--- src/rtl/noc_pkg.sv ---
// Shared NoC link types: flit width, downstream buffer depth and the link TX FSM states.
// No logic here, so no latency or flow control of its own.
package noc_pkg;
  localparam int FLIT_W       = 16;
  localparam int LINK_CREDITS = 8;

  typedef logic [FLIT_W-1:0] flit_t;

  typedef enum logic [1:0] {
    INIT,
    SEND,
    STALL
  } tx_state_e;
endpackage

--- src/rtl/noc_credit_counter.sv ---
// Up/down credit counter that saturates at MAX and flags a sticky error on overflow.
// The count updates one cycle after inc_i/dec_i; there is no flow control, inc_i and dec_i are plain per-cycle strobes.
module noc_credit_counter
  import noc_pkg::*;
#(
  parameter int MAX = LINK_CREDITS,
  parameter int W   = 4
) (
  input  logic         clk,
  input  logic         reset,
  input  logic         inc_i,
  input  logic         dec_i,
  output logic [W-1:0] cnt_o,
  output logic         err_o
);
  localparam logic [W-1:0] MaxVal = W'(MAX);

  logic [W-1:0] cnt_q, cnt_d;
  logic         err_q, err_d;

  always_comb begin
    cnt_d = cnt_q;
    err_d = err_q;
    if (inc_i && !dec_i) begin
      // A credit beyond MAX means the downstream side returned more than it was given.
      if (cnt_q == MaxVal) err_d = 1'b1;
      else                 cnt_d = cnt_q + W'(1);
    end else if (dec_i && !inc_i && cnt_q != '0) begin
      cnt_d = cnt_q - W'(1);
    end
  end

  always_ff @(posedge clk) begin
    if (!reset) begin
      cnt_q <= MaxVal;
      err_q <= 1'b0;
    end else begin
      cnt_q <= cnt_d;
      err_q <= err_d;
    end
  end

  assign cnt_o = cnt_q;
  assign err_o = err_q;
endmodule

--- src/rtl/noc_link_tx.sv ---
// Drains an input buffer onto a credit-flow-controlled inter-router link; 2 cycles from buf_read_o to link_valid_o.
// Reads stop when no credit is available (counting a credit arriving this cycle) or the buffer is empty.
module noc_link_tx
  import noc_pkg::*;
#(
  parameter int DATA_W  = FLIT_W,
  parameter int CREDITS = LINK_CREDITS,
  parameter int CNT_W   = 4
) (
  input  logic              clk,
  input  logic              reset,
  input  logic              buf_empty_i,
  input  logic              buf_valid_i,
  input  logic [DATA_W-1:0] buf_data_i,
  output logic              buf_read_o,
  output logic              link_valid_o,
  output logic [DATA_W-1:0] link_data_o,
  input  logic              link_credit_i,
  output logic [CNT_W-1:0]  credit_cnt_o,
  output logic [15:0]       tx_count_o,
  output logic              err_o
);
  tx_state_e         state_q, state_d;
  logic              rd_inflight_q, rd_inflight_d;
  logic              link_valid_q, link_valid_d;
  logic [DATA_W-1:0] link_data_q, link_data_d;
  logic [15:0]       tx_count_q, tx_count_d;
  logic              proto_err_q, proto_err_d;

  logic [CNT_W-1:0]  credit_cnt;
  logic              credit_err;
  logic              have_credit;
  logic              rd;
  logic              accept;

  // The arriving credit counts toward the issue decision, so STALL can read in the cycle it leaves.
  assign have_credit = (credit_cnt != '0) || link_credit_i;
  assign rd          = reset && (state_q != INIT) && !buf_empty_i && have_credit;
  // INIT is exactly the first cycle after reset, when a stale read response may still arrive.
  assign accept      = buf_valid_i && (state_q != INIT);

  noc_credit_counter #(
    .MAX (CREDITS),
    .W   (CNT_W)
  ) u_credit (
    .clk   (clk),
    .reset (reset),
    .inc_i (link_credit_i),
    .dec_i (rd),
    .cnt_o (credit_cnt),
    .err_o (credit_err)
  );

  always_comb begin
    state_d = state_q;
    case (state_q)
      INIT:    state_d = SEND;
      SEND:    if (rd && !link_credit_i && credit_cnt == CNT_W'(1)) state_d = STALL;
      STALL:   if (link_credit_i) state_d = SEND;
      default: state_d = INIT;
    endcase
    rd_inflight_d = rd;
    link_valid_d  = accept;
    link_data_d   = accept ? buf_data_i : link_data_q;
    tx_count_d    = tx_count_q + 16'(accept);
    proto_err_d   = proto_err_q | ((state_q != INIT) && (buf_valid_i != rd_inflight_q));
  end

  always_ff @(posedge clk) begin
    if (!reset) begin
      state_q       <= INIT;
      rd_inflight_q <= 1'b0;
      link_valid_q  <= 1'b0;
      link_data_q   <= '0;
      tx_count_q    <= '0;
      proto_err_q   <= 1'b0;
    end else begin
      state_q       <= state_d;
      rd_inflight_q <= rd_inflight_d;
      link_valid_q  <= link_valid_d;
      link_data_q   <= link_data_d;
      tx_count_q    <= tx_count_d;
      proto_err_q   <= proto_err_d;
    end
  end

  assign buf_read_o   = rd;
  assign link_valid_o = link_valid_q;
  assign link_data_o  = link_data_q;
  assign credit_cnt_o = credit_cnt;
  assign tx_count_o   = tx_count_q;
  assign err_o        = proto_err_q | credit_err;
endmodule

--- config.mk ---
export PLATFORM = sky130hd
export DESIGN_NAME = noc_link_tx
export DESIGN_NICKNAME = d
export VERILOG_FILES = /design/src/rtl/noc_pkg.sv /design/src/rtl/noc_credit_counter.sv /design/src/rtl/noc_link_tx.sv
export SDC_FILE = /design/constraint.sdc
export NUM_CORES = 1
export LEC_CHECK = 0
export ABC_AREA = 1
export CAP_MARGIN = 20
export CORE_ASPECT_RATIO = 0.75
export CORE_MARGIN = 2
export CORE_UTILIZATION = 43
export DETAILED_ROUTE_END_ITERATION = 10
export PLACE_DENSITY = 0.74
export SYNTH_ARGS = -nofsm -noshare
export SYNTH_HDL_FRONTEND = slang
export SYNTH_SLANG_ARGS = --single-unit
--- constraint.sdc ---
create_clock -name clk -period 1.9 [get_ports clk]
set_input_delay 0.38 -clock clk [delete_from_list [all_inputs] [get_ports clk]]
set_output_delay 0.38 -clock clk [all_outputs]
set_load 0.1 [all_outputs]
# [Word-level counts from Yosys, hierarchy flattened]
# Cells that the tools add are included.
[word_totals] word_cells=47 ff_bits=42 output_inout_bits=39
[op_classes] n_bitwise=2 add_sub_neg=3 muxes=6 n_eq_ne=8 n_reduce_logical=20
[ops] cell="$add 16x1->16" count=1
[ops] cell="$mux 4" count=3
[ops] cell="$logic_and 1x1->1" count=9
[ops] cell="$ne 2x2->1 const B" count=3
[ops] cell="$pmux 2 s3" count=1
[ops] cell="$reduce_and 2->1" count=3
[ops] cell="$add 4x1->4 const B" count=1
[ops] cell="$eq 4x1->1 const B" count=1
[ops] cell="$eq 4x4->1 const B" count=1
[ops] cell="$mux 2" count=2
[ops] cell="$reduce_bool 2->1" count=2
[ops] cell="$reduce_bool 4->1" count=1
[ops] cell="$sub 4x1->4 const B" count=1
[ops] cell="$logic_not 1->1" count=3
[ops] cell="$eq 2x1->1 const B" count=1
[ops] cell="$eq 2x2->1 const B" count=1
[ops] cell="$logic_not 2->1" count=1
[ops] cell="$or 1x1->1" count=2
[ops] cell="$logic_or 1x1->1" count=1
[ops] cell="$ne 1x1->1" count=1

# [Logic depth before layout (Yosys ltp)]
# Gate-level depths: netlist (run 1).
[depth] ltp_word=8 depth_mapped=13 ltp_nobuf=12

# [Modules after synthesis]
# A second synthesis (run 1) with hierarchy kept.
[hier_totals] hier_cells=280 hier_area_um2=1964.4
[by_module_without_submodules] mod="noc_link_tx" area_each_um2=1586.5 seq_area_each_um2=740.7 cells_per_inst=223 instances=1
[by_module_without_submodules] mod="noc_credit_counter" area_each_um2=377.9 seq_area_each_um2=100.1 cells_per_inst=57 instances=1

# [Least setup slack after synthesis (run 1)]
# Ideal clock, no wire load.
[synth_path] path_type="reg-to-output" start="register u_credit.cnt_q[0], in the netlist u_credit.cnt_o[0]" end="output port buf_read_o" stages_incl_launch_ff=6 path_slack_ns=-0.812 path_buffers=0 t_arrival_ns=2.332 path_cell_list="dfxtp_1 inv_1 ha_1 nand3_2 o21ai_0 inv_1"
[synth_via] elab_chain_len=3
[synth_lines] item="start: declaration" line_no="noc_credit_counter.sv:18" rtl="logic [W-1:0] cnt_q, cnt_d;"
[synth_lines] item="start signal: assignment" line_no="noc_credit_counter.sv:35" rtl="cnt_q <= MaxVal;"
[synth_lines] item="start signal: assignment" line_no="noc_credit_counter.sv:38" rtl="cnt_q <= cnt_d;"
[synth_lines] item="$reduce_bool 4->1" line_no="noc_link_tx.sv:37" rtl="assign have_credit = (credit_cnt != '0) || link_credit_i;"
[synth_lines] item="$logic_or 1x1->1" line_no="noc_link_tx.sv:37"
[synth_lines] item="$logic_and 1x1->1" line_no="noc_link_tx.sv:38" rtl="assign rd = reset && (state_q != INIT) && !buf_empty_i && have_credit;"
[synth_lines] item="end: declaration" line_no="noc_link_tx.sv:15" rtl="output logic buf_read_o,"
# No other way between the ends.

# [Worst setup path after layout (run 1)]
# Same ends and word-level chain as after synthesis.

==> results.md, run 1 <==
* Finished Core Util at 65.6%
* Slew @ Worst Pin at 294 ps
* Main synth FF type: dfxtp_1
* Top Usage Layer GRT: met2
* DRT iter0 DRCs at 70
* Largest net degree at the start of global routing at 29
* Via density at 4.77
* Non-Filler Instances at 402
* GR Util met2 at 29.3%
* VDD IR max at 569 uV
* Post-DP HPWL at 3510 um
* Placer congestion estimate at 0.869
* Synth area leaders: dfxtp_1 (42%), nor2_1 (11%), nand2_1 (8.3%)
* Lkg Pwr at 1.27 nW
* Final worst slack at 89.0 ps
* Minimum clock period at 1810 ps
* Final Hold Vio Count at 0
* Post-route ant nets at 0
* Initial antenna violation count at 0
* CTS H-tree depth at 2
* Fin Setup TNS at 0 ps
* Clock Latency Late Sink at 290 ps
* Final instance area at 0.00291 mm^2
* Initial Util at 44.7%
* Grt met1 use at 23.8%
* Synth cell types at 31
* Top-area cell type share of the netlist area at 42.4%
* Endpoint type of the worst setup path: primary output
* Count of final max-slew check failures at 0
* Power, Total at 2.58 mW
* Syn Nets at 300
* Grt ovf at 0
* Core area at 0.00444 mm^2
* CTS tree: yes
* CP arrival at 1430 ps
* DRT Pass-1 Iters at 4
* Avg Cell Area, Syn at 7.27 um^2
* Vias at 1918
* Die Y at 62.8 um
* IO buf count at 59
* P_int at 1.54 mW
* Worst hold path class: register to register
* Comb power frac at 39.9%
* Die area at 0.00518 mm^2
* Vias in the first global route at 1766
* # setup viols final at 0
* Pwr Density at 886 mW/mm^2
* Crit start category: register
* Placed Cells at 392
* Clock root buffer master: clkbuf_8
* Post-synthesis sequential area ratio at 42.4%
* Multi-input logic area at 981 um^2
* Warnings from Yosys at 0
* CTS max path bufs at 2
* Dpl ws at -200 ps
* Fillcell total at 391
* First-pass GRT wire length at 7400 um
* Reg clk slew, reported paths at 80 ps
* Worst slew margin at 80.3%
* Setup CP Type: register to primary output
* Fmax at 552 MHz
* EDFF count, synth at 0
* Sw Ratio at 40.2%
* Data required, critical path at 1520 ps
* Maximum fanout along the worst path at 5
* Final period util at 95.3%
* Post-CTS Hold Buffers at 0
* # clock sinks at 42
* Nets at 371
* Max-cap violation count at 0
* Gate Count Post-Synth at 273
* Met3 usage at 5.78%
* Status: complete, no violations
* Final wirelength at 4570 um
* Drt wl/cell at 11.4 um
* Layout area overhead at 46.8%
* # DRC at 0
* N_diodes at 0
* Flop pwr share at 39.4%
* Final Skew at 8.59 ps
* Fraction of layout cells with a size suffix above 1 at 26.4%
* Final hold slack at 476 ps
* Post-synth ARST share at 0%
* Area occupied by registers at 855 um^2
* RSZ-0062 raised after global routing: no
* FP Rows at 21
* Most frequent cells after synthesis: nor2_1 (56), nand2_1 (44), dfxtp_1 (42), inv_1 (26), o21ai_0 (22)
* Post-synthesis register bit count at 42
* Synth Cell Area at 0.00198 mm^2
* Synth area leader: dfxtp_1
* Width of the chip at 82.4 um
* Total Routing Usage GR at 18.2%
* Post-Place Cell Area at 0.00280 mm^2
* Psw at 1.04 mW
* Top-count cell post-synth: nor2_1
* I/O pin cnt at 60
* Clock power share at 20.7%
* Total CTS buffers at 5
## cell type report
class                      count  area share, %
clock buffer                   8           2.75
multi-input combinational    191           33.7
tap                           57           2.45
sequential                    42           29.3
inverter                      33           4.51
timing repair buffer          71           27.3
## path summary, 6_finish.rpt
path | from | endpoint | slack, ps | cells after the start
worst max-delay path | u_credit.cnt_o[0]$_SDFFE_PN0P_ | buf_read_o | 90 | 6
worst min-delay path | u_credit.err_o$_SDFFE_PN0P_ | u_credit.err_o$_SDFFE_PN0P_ | 480 | 1
worst max register to register | state_q[0]$_SDFFE_PN0P_ | tx_count_o[10]$_SDFF_PN0_ | 250 | 11
worst min register to register | u_credit.err_o$_SDFFE_PN0P_ | u_credit.err_o$_SDFFE_PN0P_ | 480 | 1
## cell usage in the layout (no fill, tap or decap), drive strengths merged
master and instances:
nand2 51, nand4 7, o21bai 2, clkinv 1, or2 1, o21a 1
clkdlybuf4s50 20, and3 1, a21oi 13, buf 51, dfxtp 42, ha 6
nand3 18, nand3b 3, nor3 2, nor2 60, clkbuf 8, xor2 3
inv 32, o21ai 23
## cell families after synthesis
kind of cell,synth area share (%)
flip-flops,42.4
AO/OA/AOI/OAI,10.4
buffers and inverters,8.89
AND/OR/NAND/NOR,33.2
XOR/XNOR,1.32
adder cells (fa/ha/maj),3.78
## power by group through the flow
stage	clock network [mW]	registers (mW)	logic, mW
floorplan	0	1.40	0.358
global placement	0	1.05	0.971
detailed placement	0	1.05	0.984
CTS	0.558	1.03	0.989
global route	0.595	1.02	1.10
finish	0.533	1.02	1.03
## metal layers
metal / routed length (um) / up-vias
met4: 19 / 0
met2: 2100 / 54
met1: 2170 / 856
met5: 0 / -
met3: 282 / 2
li1: - / 1006
## critical path, stage by stage (launching register included)
cell,delay [ps]
dfxtp_4,360
inv_1,80
ha_2,210
nand3_4,100
o21ai_2,180
inv_2,60
buf_12,160
## registers in the layout, indices dropped and copies added (netlist names)
signal,flops
proto_err_q,1
link_valid_o,1
tx_count_o,16
rd_inflight_q,1
state_q,2
link_data_o,16
u_credit.cnt_o,4
u_credit.err_o,1
## repair_timing
item,in CTS,in global routing
hold endpoints to repair,0,0
pin swaps,0,2
gates resized for setup,4,2
setup endpoints to repair,1,2
setup buffers,0,2
(Power assumes the default switching activity.)
==> run 2, diff against run 1 <==
--- a/config.mk
+++ b/config.mk
@@ -7,7 +7,7 @@
 export LEC_CHECK = 0
 export ABC_AREA = 1
 export CAP_MARGIN = 20
-export CORE_ASPECT_RATIO = 0.75
+export CORE_ASPECT_RATIO = 1.5
 export CORE_MARGIN = 2
 export CORE_UTILIZATION = 43
 export DETAILED_ROUTE_END_ITERATION = 10
@@ -15,3 +15,4 @@
 export SYNTH_ARGS = -nofsm -noshare
 export SYNTH_HDL_FRONTEND = slang
 export SYNTH_SLANG_ARGS = --single-unit
+export TNS_END_PERCENT = 5
==> results.md, run 2 (synthesized netlist as in run 1, its figures left out) <==
* Final Hold Vio Count at 0 (unchanged)
* Via density at 4.88 (was 4.77)
* FP Rows at 30 (was 21)
* Crit start category: register (unchanged)
* Leading cell type in the layout, fill and taps excluded: nor2_1 (unchanged)
* Final Skew at 4.73 ps (was 8.59 ps)
* Vias in the first global route at 1753 (was 1766)
* Commonest cells after routing, fill and taps aside: nor2_1 (56), nand2_1 (44), dfxtp_1 (37) (was nor2_1 (56), nand2_1 (44), dfxtp_1 (35))
* Post-route ant nets at 0 (unchanged)
* Initial Util at 44.4% (was 44.7%)
* Fmax at 540 MHz (was 552 MHz)
* Final worst slack at 49.0 ps (was 89.0 ps)
* Core area at 0.00447 mm^2 (was 0.00444 mm^2)
* DRT iter0 DRCs at 66 (was 70)
* Fillcell total at 372 (was 391)
* Clock Latency Late Sink at 300 ps (was 290 ps)
* Drt wl/cell at 11.6 um (was 11.4 um)
* CTS tree: yes (unchanged)
* # DRC at 0 (unchanged)
* DRT Pass-1 Iters at 4 (unchanged)
* CTS H-tree depth at 2 (unchanged)
* Nets at 369 (was 371)
* Max-cap violation count at 0 (unchanged)
* Minimum clock period at 1850 ps (was 1810 ps)
* RSZ-0062 raised after global routing: yes (was no)
* Endpoint type of the worst setup path: primary output (unchanged)
* Pwr Density at 918 mW/mm^2 (was 886 mW/mm^2)
* Placed Cells at 383 (was 392)
* # clock sinks at 42 (unchanged)
* Fin Setup TNS at 0 ps (unchanged)
* N_diodes at 0 (unchanged)
* I/O pin cnt at 60 (unchanged)
* Grt ovf at 0 (unchanged)
* Clock root buffer master: clkbuf_8 (unchanged)
* Fraction of layout cells with a size suffix above 1 at 26.2% (was 26.4%)
* Data required, critical path at 1520 ps (about the same)
* Largest net degree at the start of global routing at 25 (was 29)
* Status: complete, no violations (unchanged)
* Die area at 0.00519 mm^2 (was 0.00518 mm^2)
* Worst hold path class: register to register (unchanged)
* Post-CTS Hold Buffers at 0 (unchanged)
* # setup viols final at 0 (unchanged)
* Power, Total at 2.67 mW (was 2.58 mW)
* Final wirelength at 4550 um (was 4570 um)
* Width of the chip at 59.5 um (was 82.4 um)
* CP arrival at 1470 ps (was 1430 ps)
* Total CTS buffers at 5 (unchanged)
* Total Routing Usage GR at 19.5% (was 18.2%)
* Setup CP Type: register to primary output (unchanged)
* Slew @ Worst Pin at 290 ps (was 294 ps)
* IO buf count at 59 (unchanged)
* Layout area overhead at 46.8% (about the same)
* Setup Buffers After CTS at 0 (unchanged)
* Reg clk slew, reported paths at 80 ps (about the same)
* Initial antenna violation count at 0 (unchanged)
* Final period util at 97.4% (was 95.3%)
* Post-DP HPWL at 3510 um (about the same)
* VDD IR max at 747 uV (was 569 uV)
* Worst slew margin at 80.8% (was 80.3%)
* Non-Filler Instances at 391 (was 402)
* Die Y at 87.2 um (was 62.8 um)
* Count of final max-slew check failures at 0 (unchanged)
* Vias at 1909 (was 1918)
* First-pass GRT wire length at 7680 um (was 7400 um)
* Lkg Pwr at 1.28 nW (was 1.27 nW)
* CTS max path bufs at 2 (unchanged)
* Placer congestion estimate at 0.840 (was 0.869)
* Maximum fanout along the worst path at 7 (was 5)
* Dpl ws at -180 ps (was -200 ps)
==> run 2: cell types whose count changed in the layout (fill, tap and decap cells not counted), sizes merged <==
cell,previous run,this run
buf,51,49
clkbuf,8,6
clkinv,1,2
inv,32,33
==> run 2: worst paths after layout <==
path,startpoint,endpoint,slack [ps],cells after the start
worst max-delay path,u_credit.cnt_o[0]$_SDFFE_PN0P_,buf_read_o,50,6
worst min-delay path,proto_err_q$_SDFF_PN0_,proto_err_q$_SDFF_PN0_,460,2
worst max register to register,state_q[0]$_SDFFE_PN0P_,tx_count_o[12]$_SDFF_PN0_,230,11
worst min register to register,proto_err_q$_SDFF_PN0_,proto_err_q$_SDFF_PN0_,460,2
==> run 2: per-stage QoR <==
stage / utilization (%) / area (um^2) / hold slack (ps)
after floorplan: - / 2000 / 425
after global placement: 62.7 / 2800 / 434
after detailed placement: 62.7 / 2800 / 443
after CTS: 65.2 / 2910 / 457
after global routing: 65.2 / 2910 / 487
final: 65.2 / 2910 / 456
==> run 2: worst max-delay path: stages, from the launching register on <==
cell     delay, ps
dfxtp_4        390
inv_2          100
ha_1           180
nand3_2        120
o21ai_2        160
inv_2           60
buf_12         160
==> run 2: layer usage <==
layer / global-route usage [%] / part of all wire (%)
met5: 0 / 0
met2: 34.9 / 55
met1: 21.5 / 39
met4: 8.26 / 2.0
met3: 4.01 / 4.1
==> run 2: final cells by class <==
cell class	count	area, um^2	area share (%)
Sequential cell	42	852	29.3
Tap cell	48	60.1	2.06
Inverter	33	129	4.42
Clock inverter	2	13.8	0.473
Clock buffer	6	93.8	3.22
Timing Repair Buffer	69	793	27.2
Multi-Input combinational cell	191	971	33.3
==> run 2: power breakdown <==
part,internal [mW],switching (mW),total (mW)
clock,0.341,0.324,0.665
sequential,0.952,0.0784,1.03
combinational,0.305,0.672,0.977
==> run 2: repair_timing <==
| item | in CTS | in global routing |
|---|---|---|
| endpoints found under the setup margin | 1 | 4 |
| pin swaps | 0 | 1 |
| gates resized for setup | 3 | 1 |
| hold endpoints to repair | 0 | 0 |
==> run 3, diff against run 2 <==
--- a/config.mk
+++ b/config.mk
@@ -6,11 +6,12 @@
 export NUM_CORES = 1
 export LEC_CHECK = 0
 export ABC_AREA = 1
-export CAP_MARGIN = 20
+export CAP_MARGIN = 30
 export CORE_ASPECT_RATIO = 1.5
 export CORE_MARGIN = 2
 export CORE_UTILIZATION = 43
 export DETAILED_ROUTE_END_ITERATION = 10
+export GPL_ROUTABILITY_DRIVEN = 0
 export PLACE_DENSITY = 0.74
 export SYNTH_ARGS = -nofsm -noshare
 export SYNTH_HDL_FRONTEND = slang
==> results of run 3 <==
Same layout as run 2: the final DEF is identical, and so are final timing and power.
